<file path="src/rtl/tboom_rename_pkg.sv">
// Shared rename-stage types and reset constants for the TinyBOOM free list.
// Used by tboom_free_list and tboom_fl_checkpoint_buf.
package tboom_rename_pkg;

  localparam int FL_PHYS_WIDTH       = 6;
  localparam int FL_NUM_PHYS_REGS    = 64;
  localparam int FL_NUM_ARCH_REGS    = 32;
  localparam int FL_CHECKPOINT_DEPTH = 8;
  localparam int FL_PTR_WIDTH        = $clog2(FL_NUM_PHYS_REGS) + 1;

  typedef logic [FL_PHYS_WIDTH-1:0] phys_reg_t;
  typedef logic [FL_PTR_WIDTH-1:0]  fl_ptr_t;

  // Reset image: entry idx holds the first register not mapped to an
  // architectural register, counting upward.
  function automatic int fl_reset_fill(input int num_arch_regs, input int idx);
    return num_arch_regs + idx;
  endfunction

endpackage

</file>
<file path="src/rtl/tboom_fl_checkpoint_buf.sv">
// Head-pointer snapshot register file: one write port, one combinational read port.
// Instantiated by tboom_free_list only when TBOOM_FREE_LIST_CHECKPOINT_EN is defined.
module tboom_fl_checkpoint_buf
  import tboom_rename_pkg::*;
#(
  parameter int DEPTH = FL_CHECKPOINT_DEPTH,
  parameter int PTR_W = FL_PTR_WIDTH
) (
  input  logic                     clk,
  input  logic                     rst,
  input  logic                     wr_en,
  input  logic [$clog2(DEPTH)-1:0] wr_pos,
  input  logic [PTR_W-1:0]         wr_ptr,
  input  logic [$clog2(DEPTH)-1:0] rd_pos,
  output logic [PTR_W-1:0]         rd_ptr
);

  logic [PTR_W-1:0] slots [DEPTH];

  always_ff @(posedge clk) begin
    if (rst) begin
      for (int i = 0; i < DEPTH; i++) slots[i] <= '0;
    end else if (wr_en) begin
      slots[wr_pos] <= wr_ptr;
    end
  end

  assign rd_ptr = slots[rd_pos];

endmodule

</file>
<file path="src/rtl/tboom_free_list.sv">
// Physical-register free list: circular FIFO, two grants per cycle, two frees per cycle.
// Head-pointer checkpoint/restore is present only with TBOOM_FREE_LIST_CHECKPOINT_EN.
module tboom_free_list
  import tboom_rename_pkg::*;
#(
  parameter int PHYS_WIDTH       = FL_PHYS_WIDTH,
  parameter int NUM_PHYS_REGS    = FL_NUM_PHYS_REGS,
  parameter int NUM_ARCH_REGS    = FL_NUM_ARCH_REGS,
  parameter int CHECKPOINT_DEPTH = FL_CHECKPOINT_DEPTH
) (
  input  logic                                clk,
  input  logic                                rst,
  input  logic                                i0_freelist_request,
  input  logic                                i1_freelist_request,
  output logic                                i0_alloc_valid,
  output logic [PHYS_WIDTH-1:0]               i0_alloc_phys,
  output logic                                i1_alloc_valid,
  output logic [PHYS_WIDTH-1:0]               i1_alloc_phys,
  output logic                                alloc_stall,
  input  logic                                free0_valid,
  input  logic [PHYS_WIDTH-1:0]               free0_phys,
  input  logic                                free1_valid,
  input  logic [PHYS_WIDTH-1:0]               free1_phys,
  input  logic                                checkpoint,
  input  logic                                restore,
  input  logic [$clog2(CHECKPOINT_DEPTH)-1:0] checkpoint_restore_pos,
  output logic [$clog2(NUM_PHYS_REGS):0]      free_count,
  output logic                                overflow_err
);

  localparam int PTR_W     = $clog2(NUM_PHYS_REGS) + 1;
  localparam int IDX_W     = PTR_W - 1;
  localparam int INIT_FREE = NUM_PHYS_REGS - NUM_ARCH_REGS;

  logic [PHYS_WIDTH-1:0] entries [NUM_PHYS_REGS];
  logic [PTR_W-1:0]      head, tail;

  logic [PTR_W-1:0] need;
  logic [PTR_W-1:0] head_i1, head_alloc, head_next, snap_rd;
  logic [PTR_W-1:0] tail_i1;
  logic             grant, restore_req;
  logic             fw0, fw1, w0, w1, drop_full;

`ifdef TBOOM_FREE_LIST_CHECKPOINT_EN
  logic checkpoint_req;

  assign restore_req    = restore;
  // A simultaneous restore discards the snapshot write.
  assign checkpoint_req = checkpoint & ~restore;

  tboom_fl_checkpoint_buf #(
    .DEPTH (CHECKPOINT_DEPTH),
    .PTR_W (PTR_W)
  ) u_checkpoint_buf (
    .clk    (clk),
    .rst    (rst),
    .wr_en  (checkpoint_req),
    .wr_pos (checkpoint_restore_pos),
    .wr_ptr (head_alloc),
    .rd_pos (checkpoint_restore_pos),
    .rd_ptr (snap_rd)
  );
`else
  logic unused_ckpt;

  assign restore_req = 1'b0;
  assign snap_rd     = '0;
  assign unused_ckpt = ^{checkpoint, restore, checkpoint_restore_pos};
`endif

  assign free_count = tail - head;

  // NOTE: every always_comb output gets a default first so no path leaves it
  // unassigned; otherwise synthesis infers a latch.
  always_comb begin
    need           = PTR_W'(i0_freelist_request) + PTR_W'(i1_freelist_request);
    alloc_stall    = restore_req | (need > free_count);
    grant          = ~alloc_stall;
    head_i1        = head + PTR_W'(i0_freelist_request);

    i0_alloc_valid = i0_freelist_request & grant;
    i1_alloc_valid = i1_freelist_request & grant;
    i0_alloc_phys  = '0;
    i1_alloc_phys  = '0;
    if (i0_alloc_valid) i0_alloc_phys = entries[head[IDX_W-1:0]];
    if (i1_alloc_valid) i1_alloc_phys = entries[head_i1[IDX_W-1:0]];

    head_alloc = grant ? head + need : head;
    head_next  = restore_req ? snap_rd : head_alloc;
  end

  // Frees are checked against the occupancy at the start of the cycle; free0
  // is placed first so free1 sees one fewer slot when free0 is accepted.
  always_comb begin
    fw0       = free0_valid & (free0_phys != '0);
    fw1       = free1_valid & (free1_phys != '0);
    w0        = fw0 & (free_count < PTR_W'(NUM_PHYS_REGS));
    w1        = fw1 & ((free_count + PTR_W'(w0)) < PTR_W'(NUM_PHYS_REGS));
    drop_full = (fw0 & ~w0) | (fw1 & ~w1);
    tail_i1   = tail + PTR_W'(w0);
  end

  // NOTE: state registers use non-blocking assignments so every flop samples
  // the pre-edge values regardless of statement order.
  always_ff @(posedge clk) begin
    if (rst) begin
      head         <= '0;
      tail         <= PTR_W'(INIT_FREE);
      overflow_err <= 1'b0;
      // NOTE: the entry array is reset on purpose; the initial free registers
      // must be present from the first allocation cycle.
      for (int i = 0; i < NUM_PHYS_REGS; i++) begin
        if (i < INIT_FREE) entries[i] <= PHYS_WIDTH'(fl_reset_fill(NUM_ARCH_REGS, i));
        else               entries[i] <= '0;
      end
    end else begin
      head <= head_next;
      tail <= tail_i1 + PTR_W'(w1);
      if (w0)        entries[tail[IDX_W-1:0]]    <= free0_phys;
      if (w1)        entries[tail_i1[IDX_W-1:0]] <= free1_phys;
      if (drop_full) overflow_err                <= 1'b1;
    end
  end

endmodule
</file>
<file path="config.mk">
export PLATFORM = sky130hd
export DESIGN_NAME = tboom_free_list
export DESIGN_NICKNAME = d
export VERILOG_FILES = /design/src/rtl/tboom_rename_pkg.sv /design/src/rtl/tboom_fl_checkpoint_buf.sv /design/src/rtl/tboom_free_list.sv
export SDC_FILE = /design/constraint.sdc
export NUM_CORES = 1
export LEC_CHECK = 0
export CORE_AREA = 2 2 240 242
export CTS_CLUSTER_SIZE = 16
export DETAILED_ROUTE_END_ITERATION = 7
export DIE_AREA = 0 0 242 244
export PLACE_DENSITY = 0.66
export SYNTH_ARGS = -nofsm -noshare
export SYNTH_HDL_FRONTEND = slang
export SYNTH_SLANG_ARGS = --single-unit
export TNS_END_PERCENT = 1
</file>
<file path="constraint.sdc">
create_clock -name clk -period 7.2 [get_ports clk]
set_input_delay 0.72 -clock clk [delete_from_list [all_inputs] [get_ports clk]]
set_output_delay 0.72 -clock clk [all_outputs]
set_load 0.01 [all_outputs]
</file>
==> impl_metrics.csv <==
group,metric,value,unit
routing,wl,110000,um
logic_synthesis,synth_top_family_by_area,"multiplexers",
flow_run,drv_cap,0,
routing,wire_per_inst,35.7,um
placed_design,io_buffer_count,40,
finish,syn_to_final_growth,9.11,%
logic_synthesis,synth_top_area_cell,"edfxtp_1",
clocking,cts_tree,"built",
grt,grt_pass1_wl,155000,um
clocking,htreeDepth,2,
placed_design,place_ws,1.13,ns
critical_path,critical_path_required,6.48,ns
logic_synthesis,synth.net_count,2419,
finish,n_antenna_cell,0,
power,p_leak,9.49,nW
floorplan,dieHeight,244,um
clocking,clockBufferDepth,3,
clocking,cts_hold_buf,0,
logic_synthesis,synthCells,2376,
grt,grt.overflow.total,0,
floorplan,initial_core_util,49.7,%
logic_synthesis,async_reset_ff_share,0,%
critical_path,cp-start-kind,"register",
floorplan,ioPinCount,46,
routing,drt_iter0_drc,4437,
finish,regArea,0.0120,mm2
run_status,status,"complete, no violations",
logic_synthesis,synth_area_leaders,"edfxtp_1 41%, mux4_2 16%, mux2_2 11%, nor3_1 3.3%, nand2_1 3.1%",
placed_design,place.gp.congestion,1.00,
clocking,cts_root_buf,"clkbuf_16",
critical_path,worstSetupEndpointType,"output pin",
logic_synthesis,synth_compound_area_share,6.28,%
routing,post_drt_via_cell_ratio,7.51,
logic_synthesis,synth.ff_latch_count,405,
logic_synthesis,synth_xor_area_share,0.533,%
power,powerDensity,258,mW/mm2
finish,fillers,4746,
logic_synthesis,synth_most_common_cell,"edfxtp_1",
sta,fmax,162,MHz
logic_synthesis,synthSimpleGateAreaFrac,16.3,%
sta,fin_crit_sh,85.6,%
hold_path,worstHoldPathType,"reg2reg",
clocking,clkLatencyLatePin,0.59,ns
logic_synthesis,syn-cell-area,0.0279,mm2
clocking,cts_resized,0,
sta,drv_slew,0,
routing,ant_nets,0,
floorplan,rows,87,
floorplan,chipWidth,242,um
sta,hold_violations,0,
power,ir_worst_vdd,0.331,mV
floorplan,core-area,0.0562,mm2
routing,drt_first_pass_iters,7,
grt,antenna_found_initial,1,
sta,timing.setup.tns,0,ns
logic_synthesis,synth_fa_ha_area_share,0.950,%
critical_path,cp_max_fo,17,
sta,setup_violations,0,
finish,drive_above_1_share,30.7,%
sta,setup_ws,1.04,ns
logic_synthesis,synth-warning-count,0,
logic_synthesis,synth_edf_count,384,
logic_synthesis,synthTopCellsByCount,"384 x edfxtp_1, 279 x mux2_2, 231 x nand2_1",
power,fin_total_pwr,7.88,mW
logic_synthesis,syn_avg_cell_area,11.8,um2
grt,grt_pass1_vias,21985,
critical_path,crit_arrival,5.44,ns
sta,rsz0062_at_grt,"no",
logic_synthesis,synthFlopType,"edfxtp_1",
grt,grt_max_degree,66,
logic_synthesis,yosysTopAreaCellShare,41.3,%
sta,fin_worst_skew,0.0215,ns
sta,worstMarginPinSlew,1.39,ns
clocking,postCtsSetupBuffers,0,
finish,multi_input_area,0.0150,mm2
logic_synthesis,ys_types,66,
clocking,path_clk_slew,0.06,ns
clocking,cts_buffers,45,
floorplan,dieArea,0.0590,mm2
grt,track_usage,36.5,%
clocking,cts_sinks,405,
logic_synthesis,synth_mux_area_share,29.1,%
critical_path,critPathKind,"reg2out",
placed_design,dp_hpwl,73500,um
sta,min_period,6.16,ns
logic_synthesis,ys_seq_area_share,42.8,%
routing,num_vias,23110,
routing,drc,0,
sta,max-slew-margin-rel,7.00,%
finish,fin_nets,2332,
[final cells by class]
cell class / count / area share (%)
clock buffer: 64 / 4.26
clock inverter: 16 / 0.378
tap: 756 / 3.10
inverter: 24 / 0.296
multi-input combinational: 1690 / 49.3
timing repair buffer: 123 / 3.45
sequential: 405 / 39.3
[worst max-delay path, stage by stage (launching register included)]
cell             delay, ns
dfxtp_1               0.50
inv_1                 0.26
ha_1                  0.20
inv_1                 0.05
fa_1                  0.40
a211o_1               0.33
a2111o_1              0.40
and3_1                0.42
inv_2                 0.18
nor4b_2               0.06
buf_4                 0.23
nand2b_1              0.38
nor3_1                0.74
clkdlybuf4s50_1       0.69
[cells by family after synthesis]
logic type,count (synthesis)
AOI/OAI and AO/OA,237
xor gates and xnor gates,17
adders and majority gates,20
buffers and inverters,281
DFF,405
muxes,523
and+or+nand+nor,893
[through the flow]
stage	std cells	utilization [%]	area, um2	hold WS [ns]
floorplan	2376	-	27900	0.465
global placement	2998	51.7	29100	0.499
detailed placement	2998	51.7	29100	0.505
CTS	3078	54.2	30500	0.513
global route	3078	54.2	30500	0.544
finish	3078	54.2	30500	0.521
[registers in the layout (all words and copies together), names as in the netlist, named ones only]
signal and flops:
entries 384, head 7, tail 7, overflow_err 1
[placed cells by master (no fill, tap or decap), types with 16 or more instances in the layout]
cell type,Yosys,final
a211o_1,38,38
a21oi_1,19,19
a31oi_1,33,33
buf_4,3,78
clkbuf_16,0,46
clkdlybuf4s50_1,0,33
dfxtp_1,21,18
edfxtp_1,384,384
ha_1,18,16
inv_1,23,22
mux2_2,279,279
mux2i_1,27,27
mux4_2,198,198
nand2_1,231,230
nand3_1,169,168
nand4_1,20,20
nor2_1,146,143
nor3_1,183,176
nor4_4,17,17
o211ai_1,31,31
o31ai_1,30,30
o41ai_1,27,27
or4_1,21,21
[final timing paths]
kind	start	endpoint	slack [ns]	depth (start not counted)
min	head[6]	head[6]	0.52	2
min reg2reg	head[6]	head[6]	0.52	2
max reg2reg	tail[0]	entries[7][3]	1.21	16
max	tail[0]	i0_alloc_phys[3]	1.04	13
[layer usage]
layer	wire (um)	GRT usage, %	share of wire (%)
met1	38200	48.3	35
met2	45500	52.1	41
met5	17	0	0.015
met3	18200	12.7	17
met4	7910	21.2	7.2
[power breakdown]
part / total, mW / internal [mW] / switching (mW) / leakage (nW)
Clock: 2.31 / 1.29 / 1.02 / 0.692
Combinational: 2.69 / 1.14 / 1.55 / 5.05
Sequential: 2.88 / 2.67 / 0.205 / 3.74
No activity file was read; power rests on OpenSTA's default activity.
